## config.mk

```make
export PLATFORM = sky130hd
export DESIGN_NAME = serial_adder_nbit
export DESIGN_NICKNAME = d
export VERILOG_FILES = /design/src/rtl/serial_adder_nbit.sv
export SDC_FILE = /design/constraint.sdc
export NUM_CORES = 1
export LEC_CHECK = 0
export ABC_AREA = 0
export CAP_MARGIN = 20
export CORE_MARGIN = 5
export CORE_UTILIZATION = 25
export DETAILED_ROUTE_END_ITERATION = 12
export GPL_TIMING_DRIVEN = 0
export HOLD_SLACK_MARGIN = 0.08
export PLACE_DENSITY = 0.52
export SLEW_MARGIN = 5
export SYNTH_ARGS = -nofsm -noshare
export SYNTH_HDL_FRONTEND = slang
export SYNTH_SLANG_ARGS = --single-unit
```

## constraint.sdc

```tcl
create_clock -name clk -period 1.9 [get_ports clk]
set_clock_uncertainty 0.2 [all_clocks]
set_input_delay 0.285 -clock clk [delete_from_list [all_inputs] [get_ports clk]]
set_output_delay 0.285 -clock clk [all_outputs]
set_load 0.05 [all_outputs]
```

## src/rtl/serial_adder_nbit.sv

```systemverilog
// Bit-serial WIDTH-bit adder: one full-adder cell with a registered carry, LSB first.
// Operands load on start; sum/cout/ovf are published with a single-cycle done pulse.
module serial_adder_nbit #(
  parameter int WIDTH = 8
) (
  input  logic             clk,
  input  logic             rst,
  input  logic             start,
  input  logic [WIDTH-1:0] a,
  input  logic [WIDTH-1:0] b,
  input  logic             cin,
  output logic             busy,
  output logic             done,
  output logic [WIDTH-1:0] sum,
  output logic             cout,
  output logic             ovf
);

  localparam int CW = (WIDTH > 2) ? $clog2(WIDTH) : 1;
  localparam logic [CW-1:0] LAST_BIT = CW'(WIDTH - 1);

  typedef enum logic [1:0] {
    IDLE = 2'd0,
    RUN  = 2'd1,
    DONE = 2'd2
  } state_t;

  state_t           state_q, state_d;
  logic [WIDTH-1:0] a_q, a_d;
  logic [WIDTH-1:0] b_q, b_d;
  logic [WIDTH-1:0] res_q, res_d;
  logic [WIDTH-1:0] sum_q, sum_d;
  logic [CW-1:0]    cnt_q, cnt_d;
  logic             carry_q, carry_d;
  logic             cout_q, cout_d;
  logic             ovf_q, ovf_d;

  logic             bit_sum;
  logic             bit_carry;
  logic [WIDTH-1:0] res_shifted;

  assign bit_sum     = a_q[0] ^ b_q[0] ^ carry_q;
  assign bit_carry   = (a_q[0] & b_q[0]) | (a_q[0] & carry_q) | (b_q[0] & carry_q);
  assign res_shifted = {bit_sum, res_q[WIDTH-1:1]};

  always_comb begin
    state_d = state_q;
    a_d     = a_q;
    b_d     = b_q;
    res_d   = res_q;
    cnt_d   = cnt_q;
    carry_d = carry_q;
    sum_d   = sum_q;
    cout_d  = cout_q;
    ovf_d   = ovf_q;

    case (state_q)
      IDLE, DONE: begin
        // DONE accepts a new start exactly like IDLE, so back-to-back runs lose no cycle.
        state_d = IDLE;
        if (start) begin
          a_d     = a;
          b_d     = b;
          carry_d = cin;
          cnt_d   = '0;
          state_d = RUN;
        end
      end
      RUN: begin
        a_d     = a_q >> 1;
        b_d     = b_q >> 1;
        res_d   = res_shifted;
        carry_d = bit_carry;
        if (cnt_q == LAST_BIT) begin
          // carry_q here is the carry into the MSB, bit_carry the carry out of it.
          state_d = DONE;
          sum_d   = res_shifted;
          cout_d  = bit_carry;
          ovf_d   = carry_q ^ bit_carry;
        end else begin
          cnt_d = cnt_q + 1'b1;
        end
      end
      default: state_d = IDLE;
    endcase
  end

  always_ff @(posedge clk or posedge rst) begin
    if (rst) begin
      state_q <= IDLE;
      a_q     <= '0;
      b_q     <= '0;
      res_q   <= '0;
      cnt_q   <= '0;
      carry_q <= 1'b0;
      sum_q   <= '0;
      cout_q  <= 1'b0;
      ovf_q   <= 1'b0;
    end else begin
      state_q <= state_d;
      a_q     <= a_d;
      b_q     <= b_d;
      res_q   <= res_d;
      cnt_q   <= cnt_d;
      carry_q <= carry_d;
      sum_q   <= sum_d;
      cout_q  <= cout_d;
      ovf_q   <= ovf_d;
    end
  end

  assign busy = (state_q == RUN);
  assign done = (state_q == DONE);
  assign sum  = sum_q;
  assign cout = cout_q;
  assign ovf  = ovf_q;

endmodule

```

==> run metrics, run 1 <==
largest net degree at the start of global routing=33; post-DR vias/cell=4.36; GRT Overall Usage=8.54%; floorplan die width=93.3 um; first-pass GRT wire length=6010 um; Slowest Stage Delay on Critical Path=roughly 0.4 ns; number of nets in the layout=223; minimum period implied by the final worst setup slack=1.79 ns; max frequency=559 MHz; number of max-cap violations=0; IO buf count=31; initial antenna violation count=0; Yosys reg bits=39; Max H-tree Level=2; die outline area=8710 sq um; number of placed I/O pins=32; post-route antenna net violation count=0; postcts setup bufs=0; number of max-slew violations in the final report=0; Ant. Diodes=0; total via count after detailed routing=1224; setup repair after global routing missed its margin=no; Initial Util=25.7%; Worst EP required=1.41 ns; highest ir drop seen on vdd=0.489 mV; clock slew at the register clock pins of the worst setup and hold paths=0.08 ns; final setup TNS=0 ns; path class of the lowest-slack min-delay path=reg -> reg; die height=~93 um; netlist area before placement=1740 sq um; Bufs on Longest Clock Path=2; DR iter-0 viols=32; final routed wire length divided by cell count=12.4 um; synth unique cells=26; number of instances in the synthesized netlist=160; cell-by-cell listing of the critical path=nand2b_1 -> buf_2 -> inv_4 -> buf_4; via count of the first global-routing pass=1276; site row count=30; worst slew slack as a fraction of its limit=67.4%; most frequent cells in the layout=dfrtp_1 (38), nand2_1 (26), clkdlybuf4s50_1 (19); Syn Area/Cell=10.8 sq um; later-pin clock latency in the skew report=0.28 ns; total core area=6760 sq um; routability congestion estimate=between 0.6 and 0.7; sequential area share after synthesis=56.2%; LEAKAGE=0.00106 uW; measured slew at the worst slew-check pin=roughly 0.49 ns; Post-Place Setup Slack=-0.315 ns; final worst path period share=94.2%; area added between synthesis and finish=30.6%; final routed wirelength across all metal layers=3480 um; Remaining DRCs=0; sum of overflow across all layers after global routing=0; length of the first detailed-routing pass in iterations=4; Final Worst Setup Slack=0.110 ns; total of endpoints with negative setup slack in the final report=0; count of synthesis-stage warnings from yosys=0; Arr. time, crit path=1.31 ns; areal power density over the cells=1620 nW/um^2; number of clock buffers inserted by TritonCTS=5; Max stage delay cell, worst path=dfrtp_1; critical path start-end classification=reg -> out; net count after synthesis=around 180; type of element capturing the critical path=primary output; most common library cell in the layout ignoring fill and taps=dfrtp_1; final hold violations=0; Clock Sink Count=39; crit start category=flip-flop; result of the run=finished, final reports clean; proportion of layout cells with a drive suffix above 1=16.4%; DP Wirelength=2460 um; buffer cell driving the clock tree root=clkbuf_8; CP Max Fanout=8; TritonCTS clock tree=yes
critical path: cells and delay by family (launching register included):
family | cells | cell delay, ns
buffers and inverters | 3 | 0.48
DFF | 1 | 0.40
and+or+nand+nor | 1 | 0.14
path summary, 6_finish.rpt:
check,end,slack [ns],from,cells past startpoint
max in group asynchronous,state_q[0],0.49,rst,4
worst min register to register,ovf,0.29,ovf,2
worst max-delay path,busy,0.11,state_q[1],4
worst min-delay path,ovf,0.29,ovf,2
worst max register to register,sum[0],0.11,cnt_q[0],5
min in group asynchronous,res_q[3],0.58,rst,3
cell families after synthesis:
family / after synthesis / synth area share (%)
AOI/OAI and AO/OA: 36 / 12.7
and+or+nand+nor: 45 / 12.3
muxes: 16 / 9.88
buffers and inverters: 20 / 5.77
DFF: 39 / 56.2
xor gates and xnor gates: 1 / 0.505
adders and majority gates: 3 / 2.60
area by class of cell:
cell class | count | area, sq um
buffer | 9 | 58.8
clock buffer | 7 | 96.3
clock inverter | 1 | 7.51
fill | 720 | 4490
inverter | 11 | 43.8
multi-input combinational | 101 | 659
sequential | 39 | 977
tap | 80 | 100
timing repair buffer | 33 | 323
cells in the mapped netlist:
| cell | n | share of area, % |
|---|---|---|
| nor2b_1 | 9 | 3.2 |
| buf_6 | 1 | 0.65 |
| o211ai_1 | 1 | 0.43 |
| buf_4 | 3 | 1.3 |
| mux2i_1 | 7 | 4.0 |
| xnor2_1 | 1 | 0.50 |
| nand2_1 | 26 | 5.6 |
| nand2b_1 | 2 | 0.72 |
| buf_2 | 5 | 1.4 |
| inv_1 | 10 | 2.2 |
| dfrtp_1 | 39 | 56 |
| o22ai_1 | 8 | 2.9 |
| ha_1 | 2 | 1.4 |
| nand3b_2 | 1 | 0.65 |
| a211oi_1 | 7 | 3.0 |
| clkinv_1 | 1 | 0.22 |
| or3b_1 | 1 | 0.50 |
| o21ai_0 | 1 | 0.29 |
| mux2_2 | 9 | 5.8 |
| o21ai_1 | 1 | 0.29 |
| fa_1 | 1 | 1.2 |
| a21oi_1 | 15 | 4.3 |
| a22o_1 | 2 | 1.0 |
| nor2_1 | 2 | 0.43 |
| nand3_1 | 4 | 1.2 |
| a21o_1 | 1 | 0.43 |
per-stage QoR:
step / total power (uW) / utilization (%) / instances / hold slack (ns) / instance area [sq um]
after global routing: 3990 / 33.5 / 281 / 0.309 / 2270
final: 3670 / 33.5 / 281 / 0.285 / 2270
after CTS: 3730 / 33.5 / 281 / 0.293 / 2260
after detailed placement: 3170 / 32.1 / 272 / 0.265 / 2170
after floorplan: 2670 / - / 160 / 0.225 / 1740
after global placement: 3150 / 31.8 / 271 / 0.267 / 2150
what timing repair did:
| action | in CTS | in global routing |
|---|---|---|
| hold buffers | 1 | 0 |
| endpoints found under the hold margin | 7 | 0 |
| gates resized for setup | 23 | 2 |
| endpoints found under the setup margin | 12 | 2 |
per-layer routing:
layer | vias up | routed length, um | track usage (%)
met3 | 2 | 148 | 2.41
met1 | 578 | 1640 | 10.9
met5 | - | 0 | 0
met4 | 0 | 32 | 2.93
met2 | 20 | 1660 | 13.8
li1 | 624 | - | -
where the power goes:
group          switching, uW  internal (uW)
Combinational            969            642
Clock                    285            330
Sequential               238           1210
Total                   1490           2180
sequential cells by signal, indices dropped and copies added (netlist names):
register  cells
a_q           8
b_q           8
sum           8
res_q         7
cnt_q         3
state_q       2
carry_q       1
cout          1
ovf           1
(Power assumes the default switching activity.)
==> run 2: changes to the inputs <==
- REMOVE_ABC_BUFFERS: unset -> 1
==> run 2 against run 1 <==
Against the previous run:
- core utilization fell by 0.67 points
- via count is 2.4% lower
- flip-flop and latch count is the same
- first-iteration DRC count is 75% higher
- sequential power about the same
- largest power group unchanged
- highest routed layer unchanged
==> run metrics, run 2 (synthesized netlist as in run 1, its figures left out) <==
register-to-register setup slack=0.13 ns; number of max-cap violations=0; area added between synthesis and finish=28.0%; DP Wirelength=2330 um; cell type group with the largest total delay on the critical path=flip-flops; switching power of the nets=1510 uW; total of endpoints with negative setup slack in the final report=0; initial antenna violation count=0; DR iter-0 viols=56; worst reg2reg path endpoint=sum[3]; CTS Hold Buffers Added=0; path class of the lowest-slack min-delay path=in -> async; highest ir drop seen on vdd=0.493 mV; routability congestion estimate=0.732; most common library cell in the layout ignoring fill and taps=dfrtp_1; final routed wirelength across all metal layers=3560 um; Ant. Diodes=0; setup repair after global routing missed its margin=no; number of placed I/O pins=32; post-DR vias/cell=4.38; measured slew at the worst slew-check pin=approximately 0.81 ns; Max stage delay cell, worst path=dfrtp_4; combinational power share=41.8%; site row count=30; post-route antenna net violation count=0; sum of overflow across all layers after global routing=0; LEAKAGE=0.00104 uW; worst slew slack as a fraction of its limit=45.7%; minimum period implied by the final worst setup slack=~1.8 ns; crit start category=flip-flop; cell-by-cell listing of the critical path=nand2b_4 -> clkinv_2 -> buf_2; Clock Sink Count=39; TritonCTS clock tree=yes; Arr. time, crit path=1.32 ns; floorplan die width=93.3 um; first-pass GRT wire length=6020 um; Max H-tree Level=2; internal power of the cells=2250 uW; areal power density over the cells=around 1700 nW/um^2; post-route worst hold slack=0.263 ns; final routed wire length divided by cell count=~13 um; most frequent cells in the layout=dfrtp_1 (37), nand2_1 (26), clkdlybuf4s50_1 (18); total via count after detailed routing=1195; later-pin clock latency in the skew report=0.29 ns; GRT Overall Usage=about 8.9%; proportion of layout cells with a drive suffix above 1=14.5%; number of max-slew violations in the final report=0; largest net degree at the start of global routing=40; CP Max Fanout=14; Bufs on Longest Clock Path=2; IO buf count=31; Post-Place Setup Slack=-1.13 ns; length of the first detailed-routing pass in iterations=4; Initial Util=25.7%; final hold violations=0; type of element capturing the critical path=primary output; Worst EP required=1.41 ns; via count of the first global-routing pass=1195; clock network fraction of total power=a little under a fifth; max frequency=554 MHz; number of nets in the layout=between 200 and 250; number of buffer and inverter stages on the critical path=2; Remaining DRCs=0; Final Worst Setup Slack=0.0965 ns; final worst path period share=94.9%; number of clock buffers inserted by TritonCTS=5; Slowest Stage Delay on Critical Path=0.57 ns; fraction of power consumed by sequential logic=39.1%; critical path start-end classification=reg -> out; worst r2r src=cnt_q[0]; depth of the worst register-to-register path=4; die outline area=8710 sq um; buffer cell driving the clock tree root=clkbuf_8; clock slew at the register clock pins of the worst setup and hold paths=around 0.080 ns; die height=93.3 um; total core area=roughly 6800 sq um; number of fill cells in the layout=715; result of the run=finished, final reports clean; Sw Ratio=40.1%
## run 2: cell type report
type	instances	area (sq um)	share of cell area, %
sequential	39	981	44.2
multi-input combinational	101	667	30.0
timing repair buffer	34	313	14.1
tap	80	100	4.51
clock buffer	6	82.6	3.72
inverter	11	42.5	1.92
clock inverter	2	35.0	1.58
## run 2: power by group through the flow
stage / combinational [uW] / clock [uW] / sequential, uW
detailed placement: 1580 / 0 / 1530
global placement: 1550 / 0 / 1520
CTS: 1560 / 734 / 1500
floorplan: 817 / 0 / 1780
global route: 1760 / 771 / 1540
finish: 1570 / 716 / 1470
## run 2: metal layers
metal,part of all wire [%],GRT usage [%],wire length (um),up-vias
li1,-,-,-,605
met1,47,12.4,1670,563
met2,46,12.4,1640,22
met3,5.5,3.14,196,5
met4,1.5,3.30,53,0
met5,0,0,0,-
## run 2: per-stage QoR
step / power, uW / cell area [sq um] / utilization (%) / TNS [ns] / cells
floorplan: 2600 / 1680 / - / -1.54 / 151
global placement: 3070 / 2090 / 30.9 / -22.34 / 262
detailed placement: 3100 / 2090 / 30.9 / -7.34 / 262
CTS: 3790 / 2210 / 32.7 / 0 / 272
global route: 4070 / 2220 / 32.9 / 0 / 273
finish: 3760 / 2220 / 32.9 / 0 / 273
## run 2: how the worst max path moves through the flow
stage                from        to  slack [ns]  depth (start not counted)
3_3_place_gp   state_q[0]      busy       -1.13                          3
5_1_grt        state_q[0]      busy        0.03                          3
4_1_cts        state_q[0]      busy        0.02                          3
2_1_floorplan  state_q[1]  res_q[1]       -0.20                          4
6_report       state_q[0]      busy         0.1                          3
3_5_place_dp   state_q[0]      busy       -1.13                          3
## run 2: timing repair
item                                    in CTS  in global routing
setup buffers                                2                  1
endpoints found under the setup margin      36                 13
gates resized for setup                     26                  1
==> run 3: changes to the inputs <==
- PLACE_DENSITY: 0.52 -> 0.54
- clock period: 1.9 -> 1.5 ns (I/O delays scaled with it)
==> run 3 against run 2 <==
Against the previous run:
- the flow now finishes with violations (setup timing)
- register-to-register slack worse by 0.28 ns
- final cell count grew 4.4%
- global-route usage is 0.50 points higher
- wire length rose by 13%
- critical path depth increased by 2
- clock power increased by 45%
- largest cell class unchanged
==> run metrics, run 3 (synthesized netlist as in run 1, its figures left out) <==
result of the run=complete, but fails checks; violations in the final reports=setup timing; setup repair after global routing missed its margin=yes; length of the first detailed-routing pass in iterations=4; most frequent cells in the layout=dfrtp_1 (37), nand2_1 (25), clkdlybuf4s50_1 (18); total of endpoints with negative setup slack in the final report=15; internal power of the cells=3400 uW; areal power density over the cells=2180 nW/um^2; buffer cell driving the clock tree root=clkbuf_8; first-pass GRT wire length=6380 um; final routed wirelength across all metal layers=4020 um; measured slew at the worst slew-check pin=around 0.8 ns; worst slew slack as a fraction of its limit=45.7%; total via count after detailed routing=1299; non-filler cells in the finished layout=~290; largest net degree at the start of global routing=40; post-DR vias/cell=about 4.6; crit start category=flip-flop; worst r2r src=cnt_q[1]; Slowest Stage Delay on Critical Path=0.43 ns; Final Worst Setup Slack=-0.148 ns; total core area=approximately 6800 sq um; die outline area=8710 sq um; CTS Hold Buffers Added=0; later-pin clock latency in the skew report=0.29 ns; floorplan die width=93.3 um; DR iter-0 viols=53; number of max-slew violations in the final report=0; path class of the lowest-slack min-delay path=in -> async; combinational power share=47.1%; most common library cell in the layout ignoring fill and taps=dfrtp_1; Worst EP required=~1.5 ns; met1 track demand over resource=12.4%; LEAKAGE=about 0.0012 uW; type of element capturing the critical path=flip-flop; GR Layer Usage met3=between 2 and 3%; critical path start-end classification=reg -> reg; Clock Sink Count=39; TritonCTS clock tree=yes; initial antenna violation count=0; sum of overflow across all layers after global routing=0; Bufs on Longest Clock Path=2; max frequency=607 MHz; Max stage delay cell, worst path=or3b_4; post-route antenna net violation count=0; minimum period implied by the final worst setup slack=between 1.5 and 2 ns; IO buf count=31; switching power of the nets=2130 uW; GRT Overall Usage=9.36%; Sw Ratio=~38%; final routed wire length divided by cell count=14.1 um; proportion of layout cells with a drive suffix above 1=between 30% and 40%; die height=93.3 um; worst setup path startpoint=cnt_q[1]; routability congestion estimate=0.727; clock network fraction of total power=18.8%; DP Wirelength=between 2000 and 2500 um; Initial Util=25.7%; fraction of power consumed by sequential logic=around 34%; clock slew at the register clock pins of the worst setup and hold paths=around 0.08 ns; most heavily used metal layer in global routing=met2; CP Max Fanout=4; Remaining DRCs=0; number of fill cells in the layout=664; Ant. Diodes=0; Post-Place Setup Slack=-1.45 ns; Arr. time, crit path=1.64 ns; global routing usage on met2=14.8%; final core utilization=37.5%; Max H-tree Level=2; number of nets in the layout=227; via count of the first global-routing pass=about 1.3k; area added between synthesis and finish=46.0%; number of max-cap violations=0; DP Cell Count=~260; final hold violations=0; cell-by-cell listing of the critical path=ha_2 -> ha_4 -> or3b_4 -> nand3_2 -> o21ai_2; final worst path period share=110%; number of placed I/O pins=32; highest ir drop seen on vdd=0.562 mV; Tot Pwr=5530 uW; number of clock buffers inserted by TritonCTS=5; site row count=30; final setup TNS=-1.32 ns
run 3: critical path: cells and delay by family (launching register included):
family	cells	cell delay (ns)
flops	1	0.40
compound gates	1	0.05
simple gates	2	0.51
fa+ha+maj	2	0.39
run 3: timing repair:
item / 4_1_cts / 5_1_grt
setup endpoints to repair: 51 / 27
resized for setup: 75 / 23
pin swaps: 0 / 4
setup buffers: 9 / 3
cloned: 2 / 1
run 3: layout make-up:
class | instances | area (sq um) | area share [%]
clock buffers | 6 | 72.6 | 2.86
flip-flops and latches | 39 | 981 | 38.7
clock inverters | 2 | 60.1 | 2.37
multi-input cells | 104 | 828 | 32.7
well taps | 80 | 100 | 3.95
inverters | 11 | 48.8 | 1.93
repair buffers | 43 | 443 | 17.5
run 3: path summary, 6_finish.rpt:
path	to	slack (ns)	cells after the start
worst max-delay path	cnt_q[0]	-0.15	5
worst min-delay path	b_q[2]	0.21	2
worst max register to register	cnt_q[0]	-0.15	5
worst min register to register	ovf	0.29	2
max in group asynchronous	state_q[0]	0.28	2
min in group clk	ovf	0.29	2
run 3: through the flow:
step           instance area (sq um)  hold slack [ns]
2_1_floorplan                   1680            0.165
3_3_place_gp                    2090            0.259
3_5_place_dp                    2090            0.273
4_1_cts                         2430            0.243
6_report                        2530            0.209
5_1_grt                         2530            0.287
run 3: power groups by stage:
stage	combinational (uW)	clock, uW	sequential (uW)
after floorplan	1030	0	2260
after global placement	1950	0	1930
after detailed placement	1990	0	1940
after CTS	2420	1060	1870
after global routing	2830	1090	1950
final	2600	1040	1890
run 3: metal layers:
layer / up-vias / wire [um]
met5: - / 0
met4: 0 / 53
met3: 7 / 168
met2: 24 / 1870
met1: 632 / 1930
li1: 636 / -
